--- config.mk ---
export PLATFORM = sky130hd
export DESIGN_NAME = code_sequencer
export DESIGN_NICKNAME = d
export VERILOG_FILES = /design/src/rtl/code_sequencer.sv
export SDC_FILE = /design/constraint.sdc
export NUM_CORES = 1
export LEC_CHECK = 0
export BUFFER_PORTS_ARGS = -buffer_cell sky130_fd_sc_hd__buf_2
export CAP_MARGIN = 15
export CELL_PAD_IN_SITES_DETAIL_PLACEMENT = 1
export CELL_PAD_IN_SITES_GLOBAL_PLACEMENT = 1
export CORE_UTILIZATION = 47
export DETAILED_ROUTE_END_ITERATION = 7
export PLACE_DENSITY = 0.87
export RECOVER_POWER = 25
export SLEW_MARGIN = 10
export SYNTH_ARGS = -nofsm -noshare
export SYNTH_HDL_FRONTEND = slang
export SYNTH_SLANG_ARGS = --single-unit
--- constraint.sdc ---
create_clock -name clk -period 2.1 [get_ports clk]
set_input_delay 0.21 -clock clk [delete_from_list [all_inputs] [get_ports clk]]
set_output_delay 0.21 -clock clk [all_outputs]
set_load 0.02 [all_outputs]
--- src/rtl/code_sequencer.sv ---
// Auto/manual stepping 5-bit code sequencer for a 7-segment decoder stage.
// Optional button debounce is enabled with `define CODE_SEQUENCER_DEBOUNCE_EN.
module code_sequencer #(
  parameter int unsigned CLK_DIV         = 25000000,
  parameter int unsigned DEBOUNCE_CYCLES = 500000,
  parameter int unsigned MAX_CODE        = 31
) (
  input  logic       clk,
  input  logic       rst_n,
  input  logic       btn_run,
  input  logic       btn_step,
  input  logic       dir,
  input  logic       load,
  input  logic [4:0] load_val,
  output logic [4:0] code,
  output logic       running
);

  localparam int unsigned CW = 5;
  localparam int unsigned PW = $clog2(CLK_DIV);
  localparam logic [CW-1:0] MAX_C      = CW'(MAX_CODE);
  localparam logic [PW-1:0] PRESC_LAST = PW'(CLK_DIV - 1);

  typedef enum logic {HOLD = 1'b0, RUN = 1'b1} state_t;

  // Reset release: en stalls the first edge, sync_vld marks the sync chain as filled
  logic [2:0] rst_q;
  logic       en;
  logic       sync_vld;

  always_ff @(posedge clk or negedge rst_n) begin
    if (!rst_n) rst_q <= '0;
    else        rst_q <= {rst_q[1:0], 1'b1};
  end

  assign en       = rst_q[0];
  assign sync_vld = rst_q[2];

  // Two-flop synchronizers, bit order {dir, btn_step, btn_run}
  logic [2:0] meta;
  logic [2:0] sync;

  always_ff @(posedge clk or negedge rst_n) begin
    if (!rst_n) begin
      meta <= '0;
      sync <= '0;
    end else if (en) begin
      meta <= {dir, btn_step, btn_run};
      sync <= meta;
    end
  end

  // Accepted button levels, bit order {btn_step, btn_run}
  logic [1:0] lvl;

`ifdef CODE_SEQUENCER_DEBOUNCE_EN
  localparam int unsigned DB_W = (DEBOUNCE_CYCLES > 1) ? $clog2(DEBOUNCE_CYCLES) : 1;
  localparam logic [DB_W-1:0] DB_LAST = DB_W'(DEBOUNCE_CYCLES - 1);

  logic [DB_W-1:0] db_cnt [2];

  always_ff @(posedge clk or negedge rst_n) begin
    if (!rst_n) begin
      lvl       <= '0;
      db_cnt[0] <= '0;
      db_cnt[1] <= '0;
    end else if (en) begin
      for (int i = 0; i < 2; i++) begin
        if (sync[i] == lvl[i]) begin
          db_cnt[i] <= '0;
        end else if (db_cnt[i] == DB_LAST) begin
          db_cnt[i] <= '0;
          lvl[i]    <= sync[i];
        end else begin
          db_cnt[i] <= db_cnt[i] + DB_W'(1);
        end
      end
    end
  end
`else
  assign lvl = sync[1:0];
`endif

  // Rising-edge pulses; a button held through reset must be seen released first
  logic [1:0] lvl_q;
  logic [1:0] armed;
  logic [1:0] pulse;

  always_ff @(posedge clk or negedge rst_n) begin
    if (!rst_n) begin
      lvl_q <= '0;
      armed <= '0;
    end else if (en) begin
      lvl_q <= lvl;
      for (int i = 0; i < 2; i++) begin
        if (sync_vld && !sync[i]) armed[i] <= 1'b1;
      end
    end
  end

  assign pulse = lvl & ~lvl_q & armed & {2{en}};

  state_t          state, state_next;
  logic [PW-1:0]   presc, presc_next;
  logic [CW-1:0]   code_next;
  logic            tick;
  logic            step_ev;

  always_comb begin
    state_next = state;
    presc_next = '0;
    code_next  = code;
    tick       = 1'b0;
    step_ev    = 1'b0;

    if (state == RUN) begin
      tick       = (presc == PRESC_LAST);
      presc_next = tick ? '0 : presc + PW'(1);
      step_ev    = tick;
    end else begin
      step_ev    = pulse[1];
    end

    // Step is judged against the current state; the toggle lands afterwards
    if (pulse[0]) begin
      state_next = (state == RUN) ? HOLD : RUN;
      presc_next = '0;
    end

    if (load) begin
      code_next  = (load_val > MAX_C) ? MAX_C : load_val;
      presc_next = '0;
    end else if (step_ev) begin
      if (!sync[2]) code_next = (code >= MAX_C) ? '0 : code + CW'(1);
      else          code_next = (code == '0 || code > MAX_C) ? MAX_C : code - CW'(1);
    end
  end

  always_ff @(posedge clk or negedge rst_n) begin
    if (!rst_n) begin
      state   <= HOLD;
      presc   <= '0;
      code    <= '0;
      running <= 1'b0;
    end else if (en) begin
      state   <= state_next;
      presc   <= presc_next;
      code    <= code_next;
      running <= (state_next == RUN);
    end
  end

endmodule

* Yosys cells after proc, flatten, opt, wreduce, memory -nomap -nowiden
Index checks and enable logic that the tools add are counted.
** Storage, ports and cells
- Word-level logic and storage cells :: 43
- Output and inout bits :: 6
- Bits in registers :: 44
** Cells by class
- Bitwise gates (word level) :: 4
- $lt $le $gt $ge :: 3
- Eq/ne operators :: 1
- Add/subtract/negate cells :: 3
- Muxes and demuxes :: 12
- Reductions and logical operators :: 11
** Operator list (number)
- two-way mux 25 bit :: 4
- two-way mux 5 bit :: 6
- adder 25 x 1 -> 25 bit, second input constant :: 1
- equality test 25 bit, second input constant :: 1
- > comparator 5 bit, second input constant :: 2
- AND reduction 2 bit :: 4
- AND 2 bit :: 3
- adder 5 x 1 -> 5 bit, second input constant :: 1
- >= comparator 5 bit, second input constant :: 1
- logical NOT 5 bit :: 1
- subtractor 5 x 1 -> 5 bit, second input constant :: 1
- logical AND 1 bit :: 2
- logical NOT 1 bit :: 2
- two-way mux 1 bit :: 2
- NOT 2 bit :: 1
- nonzero test 2 bit :: 1
- logical OR 1 bit :: 1

* Logic depth before layout (Yosys ltp)
Gate-level depths: netlist of run 1.
- Word-level depth :: 7
- Mapped depth :: 8
- Mapped depth without buffers :: 8

* Least setup slack after synthesis of run 1
Ideal clock, no wire load.
- Path type :: register to register
- Start :: reg presc[9]
- End :: reg code[1]
- Path slack :: 0.225 ns
- Arrival :: 1.747 ns
- Stages on the path, launching flop included :: 7
- Setup time :: 0.128 ns
- Period minus slack after synthesis :: 1.875 ns
- Required time :: 1.972 ns
- Buffers on the path :: 1
- Path through :: dfrtp_1 buf_6 or4_4 nor4_2 a21o_2 nand2_4 mux2_1
** Between the ends
- Cells in the longest elaborated chain, start to end :: 4
** RTL lines
- start: declaration :: line 104 : logic [PW-1:0] presc, presc_next;
- start signal: assignment :: line 147 : presc <= presc_next;
- equality test 25 bit :: line 117 : tick = (presc == PRESC_LAST);
- two-way mux 1 bit :: line 116 : if (state == RUN) begin
- nonzero test 2 bit (no source line)
- AND reduction 2 bit (no source line)
- end signal: assignment :: line 148 : code <= code_next;
- end: declaration :: line 15 : output logic [4:0] code,
No other way between the ends.
A chain may end at the register's enable or synchronous reset.

* Worst setup path in the final report of run 1
- Start :: reg presc[8]
- End :: reg code[2]
The elaborated chain is that of the path after synthesis.

==> results.py, run 1 <==
metrics = {
    "status": {
        "status": "finished clean",
    },
    "place": {
        "place_congestion": 0.9203,
        "dpl.cell_count": 344,
        "dp_hpwl_mm": 4.464,
        "pre_cts_ws_ps": 0.3151,
        "io_buffers": 16,
    },
    "critical_path": {
        "arrival_ps": 2250,
        "worst-setup-path-type": "register to register",
        "cp-end-kind": "register",
        "path_max_fanout": 5,
        "startpoint_type": "register",
        "required_ps": 2280,
    },
    "power": {
        "power.density_nw_per_um2": 853.0,
        "leakage_nw": 1.173,
        "vdd.ir_drop.worst_v": 0.0005682,
    },
    "timing": {
        "hold_violations": 0,
        "timing.max_slew.rel_slack_pct": 61.92,
        "fmax_mhz": 483.3,
        "setup_viol": 0,
        "min_period_over_period_pct": 98.54,
        "setup_tns_ps": 0,
        "min_period_ps": 2069,
        "worst_slew_pin_slew_ps": 571.2,
        "worst_slack_ps": 30.68,
        "rsz0062_at_grt": "true",
        "drv_slew": 0,
        "fin_skew_ps": 2.432,
    },
    "clock_network": {
        "cts.sinks": 44,
        "cts_tree": "done",
        "clockBufferDepth": 2,
        "clock-root-buffer": "clkbuf_8",
        "cts_htree_levels": 2,
        "cts_buffers": 5,
        "worstSkewPairLatency_ps": 300,
        "clk_pin_slew_worst_paths_ps": 80,
    },
    "floorplan": {
        "start_util_pct": 50.51,
        "die_x_um": 74.42,
        "dieArea_um2": 5538,
        "core_um2": 4880,
        "die_h_um": 74.42,
        "fp-row-count": 25,
        "ios": 17,
    },
    "route": {
        "wirelength_mm": 6.985,
        "dr_wl_met2_mm": 3.608,
        "drcViolationCount": 0,
        "m1WireLength_mm": 3.036,
        "dr.pass1.iters": 4,
        "wl_met3_um": 161,
        "num_vias": 2157,
        "drt_iter0_markers": 109,
        "postRouteAntennaNets": 0,
        "wl_per_cell_um": 19.68,
        "routed.top_layer": "met4",
        "vias_per_cell": 6.076,
    },
    "synth": {
        "synthTopCellsByCount": "dfrtp_1 (44), nand2_1 (22), a31oi_1 (20), o21ai_0 (17), inv_1 (14)",
        "mappedNetlistArea_um2": 2465,
        "synth_cells": 256,
        "yosysTopAreaCell": "dfrtp_1",
        "synth.distinct_cells": 54,
        "yosysTopAreaCellShare_pct": 44.67,
        "yosys.cell_count.top_type": "dfrtp_1",
        "async_reset_ff_share_pct": 100.0,
        "yosysSeqAreaShare_pct": 44.67,
        "syn_area_per_cell_um2": 9.628,
        "synthFlopType": "dfrtp_1",
        "yosys_warnings": 0,
        "synth-edff-count": 0,
        "netlist_top_cells_area": "dfrtp_1 (45%), a31oi_1 (5.1%), o21ai_0 (3.5%)",
        "syn-num-nets": 271,
        "synth-seq-cells": 44,
    },
    "global_routing": {
        "antenna_found_initial": 0,
        "first_global_vias": 2287,
        "grt_pass1_wl_mm": 11.32,
        "grtUsageTotal_pct": 27.45,
        "grt_max_degree": 45,
        "grt-ovfl-total": 0,
    },
    "finish": {
        "fin_nets": 302,
        "final_cell_count_no_fill": 355,
        "post_route_cells_drive_above_1_share_pct": 23.26,
        "diodes": 0,
        "fillers": 570,
        "syn_to_final_growth_pct": 15.58,
    },
    "run": {
        "maxCapViolCount": 0,
    },
    "hold_path": {
        "min_path_type": "input pin to register",
    },
}
## critical path, cell delays in order (launching register included)
cell and delay [ps]:
dfrtp_1 430, or4b_4 560, nor4_2 320, a21o_2 220
nand2_4 80, mux2_1 340
## flip-flops by register name, indices dropped and copies added, names as in the netlist
name / count
rst_q: 3
lvl_q: 2
state: 1
sync: 3
meta: 3
armed: 2
code: 5
presc: 25
## placed cells by master, fill, tap and decap left out, types with 2 or more instances in the layout
cell and count:
nand4_1 9, nor4_2 2, mux2i_1 2, a21boi_0 5, a21o_1 2, a41oi_1 5, nor2_1 10, nand3_1 10
nand2b_1 4, a21o_2 2, mux2_2 7, dfrtp_1 44, xnor2_1 2, and3_1 3, buf_4 21, ha_1 4
mux2_1 3, nor4_1 2, o211ai_1 2, o21ai_0 17, a2bb2oi_1 3, inv_1 14, o21bai_1 2, xor2_1 2
nand3b_1 2, clkbuf_8 5, nand4b_1 2, nand2_1 22, or3_1 4, nor3_1 2, o2bb2ai_1 2, nor3_2 3
a31oi_1 20, buf_2 16, a21oi_1 10
## area by class of cell
class	instances	area [um2]	share of cell area, %
Multi-Input combinational cell	184	1252	43.96
Sequential cell	44	1101	38.65
Timing Repair Buffer	38	247.7	8.696
Tap cell	67	83.83	2.942
Clock buffer	5	68.82	2.415
Inverter	14	52.55	1.845
Clock inverter	3	42.54	1.493
## per-stage QoR
stage          power [mW]  hold WS [ps]  area (um2)  utilization [%]
3_3_place_gp        1.719         320.6        2688            55.08
2_1_floorplan       1.491        -85.59        2465                -
6_report            2.430         146.6        2849            58.38
3_5_place_dp        1.769         321.1        2688            55.08
5_1_grt             2.556         143.7        2849            58.38
4_1_cts             2.422         145.7        2819            57.77
## routing by layer
layer	GRT usage, %	vias up
met4	10.90	0
met1	35.61	1089
met3	5.556	16
met2	45.15	34
met5	0	-
li1	-	1018
## worst paths after layout
kind / slack (ps) / depth (start not counted) / startpoint / to
setup reg to reg: 30 / 5 / presc[8] / code[2]
setup / recovery: 30 / 5 / presc[8] / code[2]
hold / removal: 150 / 2 / btn_step / meta[1]
hold reg to reg: 360 / 0 / rst_q[1] / rst_q[2]
min in group asynchronous: 530 / 3 / rst_n / presc[12]
max in group asynchronous: 1190 / 3 / rst_n / presc[3]
## cell families (layout without fill, tap and decap cells)
kind of cell	Yosys count	count (layout)	synth area share, %
fa+ha+maj	4	4	2.031
xor+xnor	4	4	1.422
simple gates	84	84	19.75
flops	44	44	44.67
buf+inv	28	60	5.533
other cells	1	1	0.1521
mux	12	12	5.381
compound gates	79	79	21.07
## timing repair
| action | 4_1_cts | 5_1_grt |
|---|---|---|
| hold buffers | 1 | 0 |
| setup endpoints to repair | 6 | 28 |
| endpoints found under the hold margin | 5 | 0 |
| pin swaps | 0 | 3 |
| resized for setup | 2 | 3 |
| setup buffers | 0 | 2 |
## where the power goes
group | switching (mW) | internal [mW]
logic | 0.433 | 0.311
registers | 0.104 | 0.934
clock network | 0.297 | 0.352
total | 0.833 | 1.60
(Power assumes the default switching activity.)
==> inputs of run 2 (changes only) <==
Settings changed: ABC_AREA set to 1, CORE_UTILIZATION 47 to 45, PLACE_DENSITY 0.87 to 0.88.
==> run 2 against run 1 <==
Via count is 22% higher. Wire length is 12% higher. Clock power is 7.2% higher. Critical endpoint unchanged. Highest routed layer unchanged.
==> results.py, run 2 <==
metrics = {
    "timing": {
        "min_period_ps": 1832,
        "drv_slew": 0,
        "hold_violations": 0,
        "fmax_mhz": 545.9,
        "fin_hold_ws_ps": 93.74,
        "timing.max_slew.rel_slack_pct": 23.36,
        "fin_skew_ps": 8.928,
        "rsz0062_at_grt": "false",
        "setup_tns_ps": 0,
        "worst_slew_pin_slew_ps": 1150,
        "setup_viol": 0,
        "min_period_over_period_pct": 87.23,
    },
    "synth": {
        "yosysTopAreaCell": "dfrtp_1",
        "syn-num-nets": 400,
        "synthTopCellsByCount": "nand2_1 (133), inv_1 (45), dfrtp_1 (44), nand3_1 (32), nor2_1 (23)",
        "synth.distinct_cells": 35,
        "synth-edff-count": 0,
        "yosysTopAreaCellShare_pct": 39.11,
        "syn_area_per_cell_um2": 7.312,
        "synth-seq-cells": 44,
        "yosysSeqAreaShare_pct": 39.11,
        "netlist_top_cells_area": "dfrtp_1 (39%), nand2_1 (18%), inv_1 (6.0%)",
        "async_reset_ff_share_pct": 100.0,
        "yosys_warnings": 0,
        "mappedNetlistArea_um2": 2815,
        "synthFlopType": "dfrtp_1",
        "yosys.cell_count.top_type": "nand2_1",
        "synth_cells": 385,
    },
    "route": {
        "drcViolationCount": 0,
        "vias_per_cell": 5.479,
        "wirelength_mm": 7.793,
        "dr_wl_met2_mm": 3.945,
        "wl_met3_um": 209,
        "wl_per_cell_um": 16.17,
        "postRouteAntennaNets": 0,
        "drt_iter0_markers": 128,
        "routed.top_layer": "met4",
        "dr.pass1.iters": 4,
        "m1WireLength_mm": 3.476,
        "num_vias": 2641,
    },
    "critical_path": {
        "worst-setup-path-type": "register to register",
        "cp_slowest_cell": "dfrtp_1",
        "regToRegSetupSlack_ps": 270,
        "cp-end-kind": "register",
        "arrival_ps": 2090,
        "rr_startpoint": "code[0]",
        "path_max_fanout": 6,
        "required_ps": 2360,
        "reg2reg_to": "code[2]",
        "endpoint": "code[2]",
        "slowest_delay_ps": 450,
        "ff2ff_path_depth": 11,
        "startpoint_type": "register",
        "path_common_cell": "nand2_1",
        "critPathLaunch": "code[0]",
        "path_cells": "ha_1, nand2_1, nor2_1, ha_1, nor2_1, nand3_1, nand3_1, nand2_1, inv_1, nand2_1, nand2_1",
    },
    "status": {
        "status": "finished clean",
    },
    "finish": {
        "seq_area_um2": 1101,
        "top_regs": "presc: 25 flops, code: 5 flops",
        "regMostFlops": "presc",
        "multi_input_area_um2": 1479,
        "diodes": 0,
        "final_common_cell": "nand2_1",
        "fillers": 779,
        "post_route_cells_drive_above_1_share_pct": 16.46,
        "layout_common_cells": "nand2_1 (133), inv_1 (45), dfrtp_1 (44)",
        "largest_reg_flops": 25,
        "fin_nets": 421,
        "syn_to_final_growth_pct": 9.689,
    },
    "place": {
        "io_buffers": 16,
        "place_congestion": 0.9109,
        "dp_hpwl_mm": 5.806,
    },
    "floorplan": {
        "dieArea_um2": 6576,
        "die_x_um": 81.10,
        "die_h_um": 81.10,
        "start_util_pct": 46.99,
        "ios": 17,
        "fp-row-count": 28,
        "core_um2": 5991,
    },
    "power": {
        "power.density_nw_per_um2": 681.0,
        "leakage_nw": 1.503,
        "vdd.ir_drop.worst_v": 0.0003543,
    },
    "clock_network": {
        "worstSkewPairLatency_ps": 310,
        "cts_htree_levels": 2,
        "cts_buffers": 5,
        "cts_tree": "done",
        "post_cts_buffers": 0,
        "clockBufferDepth": 2,
        "clk_pin_slew_worst_paths_ps": 100,
        "clock-root-buffer": "clkbuf_8",
        "cts.sinks": 44,
    },
    "global_routing": {
        "grt_max_degree": 45,
        "first_global_vias": 2759,
        "grt_pass1_wl_mm": 12.81,
        "antenna_found_initial": 0,
        "grt-ovfl-total": 0,
        "grtUsageTotal_pct": 25.70,
    },
    "run": {
        "maxCapViolCount": 0,
    },
    "hold_path": {
        "min_path_type": "input pin to register",
    },
}
[run 2: cell families after synthesis]
group,share of synthesized area [%]
AND/OR/NAND/NOR,41.42
buffers and inverters,8.355
flip-flops,39.11
AO/OA/AOI/OAI,6.089
XOR/XNOR,3.111
adder cells (fa/ha/maj),1.778
other,0.1332
[run 2: critical path: cells and delay by family (launching register included)]
kind	cells	cell delay, ps
adder cells (fa/ha/maj)	2	460
buffers and inverters	1	60
AND/OR/NAND/NOR	8	810
flip-flops	1	450
[run 2: cell type report]
class	count	share of cell area, %
Tap cell	75	3.039
Clock inverter	3	1.540
Multi-Input combinational cell	286	47.89
Sequential cell	44	35.66
Timing Repair Buffer	22	3.930
Inverter	47	5.713
Clock buffer	5	2.229
[run 2: power breakdown]
group / internal [mW] / leakage (nW) / switching [mW]
sequential: 0.907 / 0.574 / 0.0817
combinational: 0.142 / 0.871 / 0.276
clock: 0.359 / 0.0583 / 0.337
[run 2: routing by layer]
metal  up-vias  global-route usage, %
met5         -                      0
met4         0                  9.821
met3        17                  4.382
met2        47                  44.71
met1      1312                  31.59
li1       1265                      -
[run 2: how the worst min path moves through the flow]
stage,slack [ps],start,to,depth (start not counted)
floorplan,-90,rst_n,armed[0],0
global placement,330,rst_q[1],rst_q[2],0
detailed placement,340,rst_n,presc[2],2
CTS,90,btn_step,meta[1],3
global route,100,btn_run,meta[0],3
finish,90,btn_step,meta[1],3
[run 2: through the flow]
stage | setup WS (ps) | utilization [%] | power [mW] | instance area, um2 | instances
floorplan | 479.7 | - | 1.281 | 2815 | 385
global placement | 414.6 | 49.54 | 1.395 | 2968 | 473
detailed placement | 291.7 | 49.54 | 1.422 | 2968 | 473
CTS | 256.7 | 51.65 | 2.112 | 3094 | 482
global route | 125.1 | 51.55 | 2.200 | 3088 | 482
finish | 268.2 | 51.55 | 2.103 | 3088 | 482
[run 2: timing repair]
action	in CTS	in global routing
gates resized for setup	0	0
hold buffers	1	0
hold endpoints to repair	1	0
==> inputs of run 3 (changes only) <==
Clock period 2.1 ns to 2.03 ns, I/O delays scaled along.
==> run 3 against run 2 <==
Cell area increased by 0.53%. Final cell count increased by 0.41%. Worst hold slack got worse by 5.5 ps. Maximum frequency decreased by 0.16%. Wire length increased by 1.5%. Sequential share of layout area decreased by 0.19 points. First-iteration DRC count increased by 11%. Die area unchanged.
==> results.py, run 3 (synthesis results as in run 2) <==
metrics = {
    "status": {
        "status": "finished clean",
    },
    "finish": {
        "fillers": 781,
        "final_common_cell": "nand2_1",
        "final_cell_count_no_fill": 484,
        "post_route_cells_drive_above_1_share_pct": 16.63,
        "diodes": 0,
        "layout_common_cells": "nand2_1 (133), inv_1 (45), dfrtp_1 (44)",
        "regMostFlops": "presc",
        "fin_nets": 423,
        "largest_reg_flops": 25,
        "top_regs": "presc: 25 flops, code: 5 flops",
        "fin_util_pct": 51.82,
        "syn_to_final_growth_pct": 10.27,
    },
    "critical_path": {
        "worst-setup-path-type": "register to register",
        "startpoint_type": "register",
        "rr_startpoint": "presc[21]",
        "required_ps": 2260,
        "cp-end-kind": "register",
        "reg2reg_to": "presc[13]",
        "ff2ff_path_depth": 9,
        "regToRegSetupSlack_ps": 200,
        "arrival_ps": 2070,
        "path_max_fanout": 25,
    },
    "power": {
        "sw_frac_of_total_pct": 32.90,
        "vdd.ir_drop.worst_v": 0.0005011,
        "p_seq_share_pct": 47.0,
        "p_int_mw": 1.459,
        "power.density_nw_per_um2": 700.3,
        "leakage_nw": 1.511,
        "p_comb_share_pct": 20.1,
        "fin_total_pwr_mw": 2.174,
        "p_switching_uw": 715.2,
        "p_clk_share_pct": 33.0,
    },
    "timing": {
        "worst_slack_ps": 195.3,
        "rsz0062_at_grt": "false",
        "worst_slew_pin_slew_ps": 1391,
        "timing.max_slew.rel_slack_pct": 7.264,
        "drv_slew": 0,
        "min_period_ps": 1835,
        "setup_viol": 0,
        "min_period_over_period_pct": 90.38,
        "fin_skew_ps": 7.354,
        "hold_violations": 0,
        "fmax_mhz": 545.0,
        "setup_tns_ps": 0,
    },
    "floorplan": {
        "core_um2": 5991,
        "dieArea_um2": 6576,
        "die_x_um": 81.10,
        "start_util_pct": 46.99,
        "fp-row-count": 28,
        "ios": 17,
        "die_h_um": 81.10,
    },
    "hold_path": {
        "min-delay-start": "btn_step",
        "min_path_type": "input pin to register",
        "hold_depth": 3,
        "hold_path_end": "meta[1]",
    },
    "place": {
        "dp_hpwl_mm": 5.746,
        "place_congestion": 0.8411,
        "dpl.cell_count": 475,
        "io_buffers": 16,
        "pre_cts_ws_ps": 231.7,
    },
    "clock_network": {
        "clock-root-buffer": "clkbuf_8",
        "cts_htree_levels": 2,
        "cts_buffers": 5,
        "post_cts_buffers": 0,
        "cts.sinks": 44,
        "clk_pin_slew_worst_paths_ps": 90,
        "worstSkewPairLatency_ps": 310,
        "cts_tree": "done",
        "clockBufferDepth": 2,
    },
    "global_routing": {
        "top_usage_layer": "met2",
        "use_met3_pct": 4.270,
        "grt_use_met1_pct": 33.64,
        "first_global_vias": 2659,
        "antenna_found_initial": 0,
        "grt_max_degree": 26,
        "grtUsageTotal_pct": 26.08,
        "grt-ovfl-total": 0,
        "grtUsageMet2_pct": 44.20,
        "grt_pass1_wl_mm": 12.85,
    },
    "run": {
        "maxCapViolCount": 0,
    },
    "route": {
        "vias_per_cell": 5.386,
        "wl_per_cell_um": 16.34,
        "drt_iter0_markers": 142,
        "dr.pass1.iters": 6,
        "postRouteAntennaNets": 0,
        "wirelength_mm": 7.908,
        "drcViolationCount": 0,
        "num_vias": 2607,
    },
}
==> run 3: cell types whose count changed in the layout (fill, tap and decap cells not counted), sizes merged <==
cell | previous run | this run
buf | 19 | 21
==> run 3: timing repair <==
action / 4_1_cts / 5_1_grt
endpoints found under the setup margin: 0 / 0
hold buffers: 1 / 0
resized for setup: 0 / 0
hold endpoints to repair: 21 / 0
==> run 3: metrics by stage <==
step           area [um2]  hold slack [ps]
2_1_floorplan        2815           -92.59
3_3_place_gp         2983            225.7
3_5_place_dp         2983            227.9
4_1_cts              3109            87.52
5_1_grt              3104            95.45
6_report             3104            88.25
==> run 3: layout make-up <==
| class | instances | area [um2] | share of cell area (%) |
|---|---|---|---|
| Clock buffer | 5 | 68.82 | 2.217 |
| Clock inverter | 3 | 47.55 | 1.532 |
| Inverter | 47 | 176.4 | 5.683 |
| Multi-Input combinational cell | 286 | 1479 | 47.64 |
| Sequential cell | 44 | 1101 | 35.47 |
| Tap cell | 75 | 93.84 | 3.023 |
| Timing Repair Buffer | 24 | 137.6 | 4.434 |
==> run 3: worst max-delay path by stage <==
stage          startpoint        end  slack [ps]  cells after the start
6_report        presc[21]  presc[13]         200                      9
3_5_place_dp    presc[18]  presc[22]         230                      9
3_3_place_gp    presc[18]  presc[15]         340                      9
4_1_cts           code[0]    code[3]         200                     11
5_1_grt         presc[18]  presc[22]           9                      9
2_1_floorplan     code[1]    code[0]         410                     13
==> run 3: worst max-delay path, cell delays in order (launching register included) <==
cell and delay [ps]:
dfrtp_1 440, nand2_1 130, nor2_2 60, inv_1 70, nor2_1 50, nand3_1 100
nor2_2 60, nor2_4 580, nand2_1 170, o21ai_2 90
==> run 3: routing by layer <==
| metal | wire (um) | up-vias |
|---|---|---|
| met5 | 0 | - |
| met4 | 158 | 0 |
| met3 | 240 | 17 |
| met2 | 3939 | 50 |
| met1 | 3570 | 1274 |
| li1 | - | 1266 |
==> run 3: power by group through the flow <==
stage / Sequential [mW] / Combinational [mW] / Clock (mW)
after global routing: 1.03 / 0.491 / 0.756
final: 1.02 / 0.436 / 0.717
after floorplan: 1.05 / 0.271 / 0
after global placement: 1.03 / 0.411 / 0
after CTS: 1.02 / 0.440 / 0.723
after detailed placement: 1.04 / 0.433 / 0
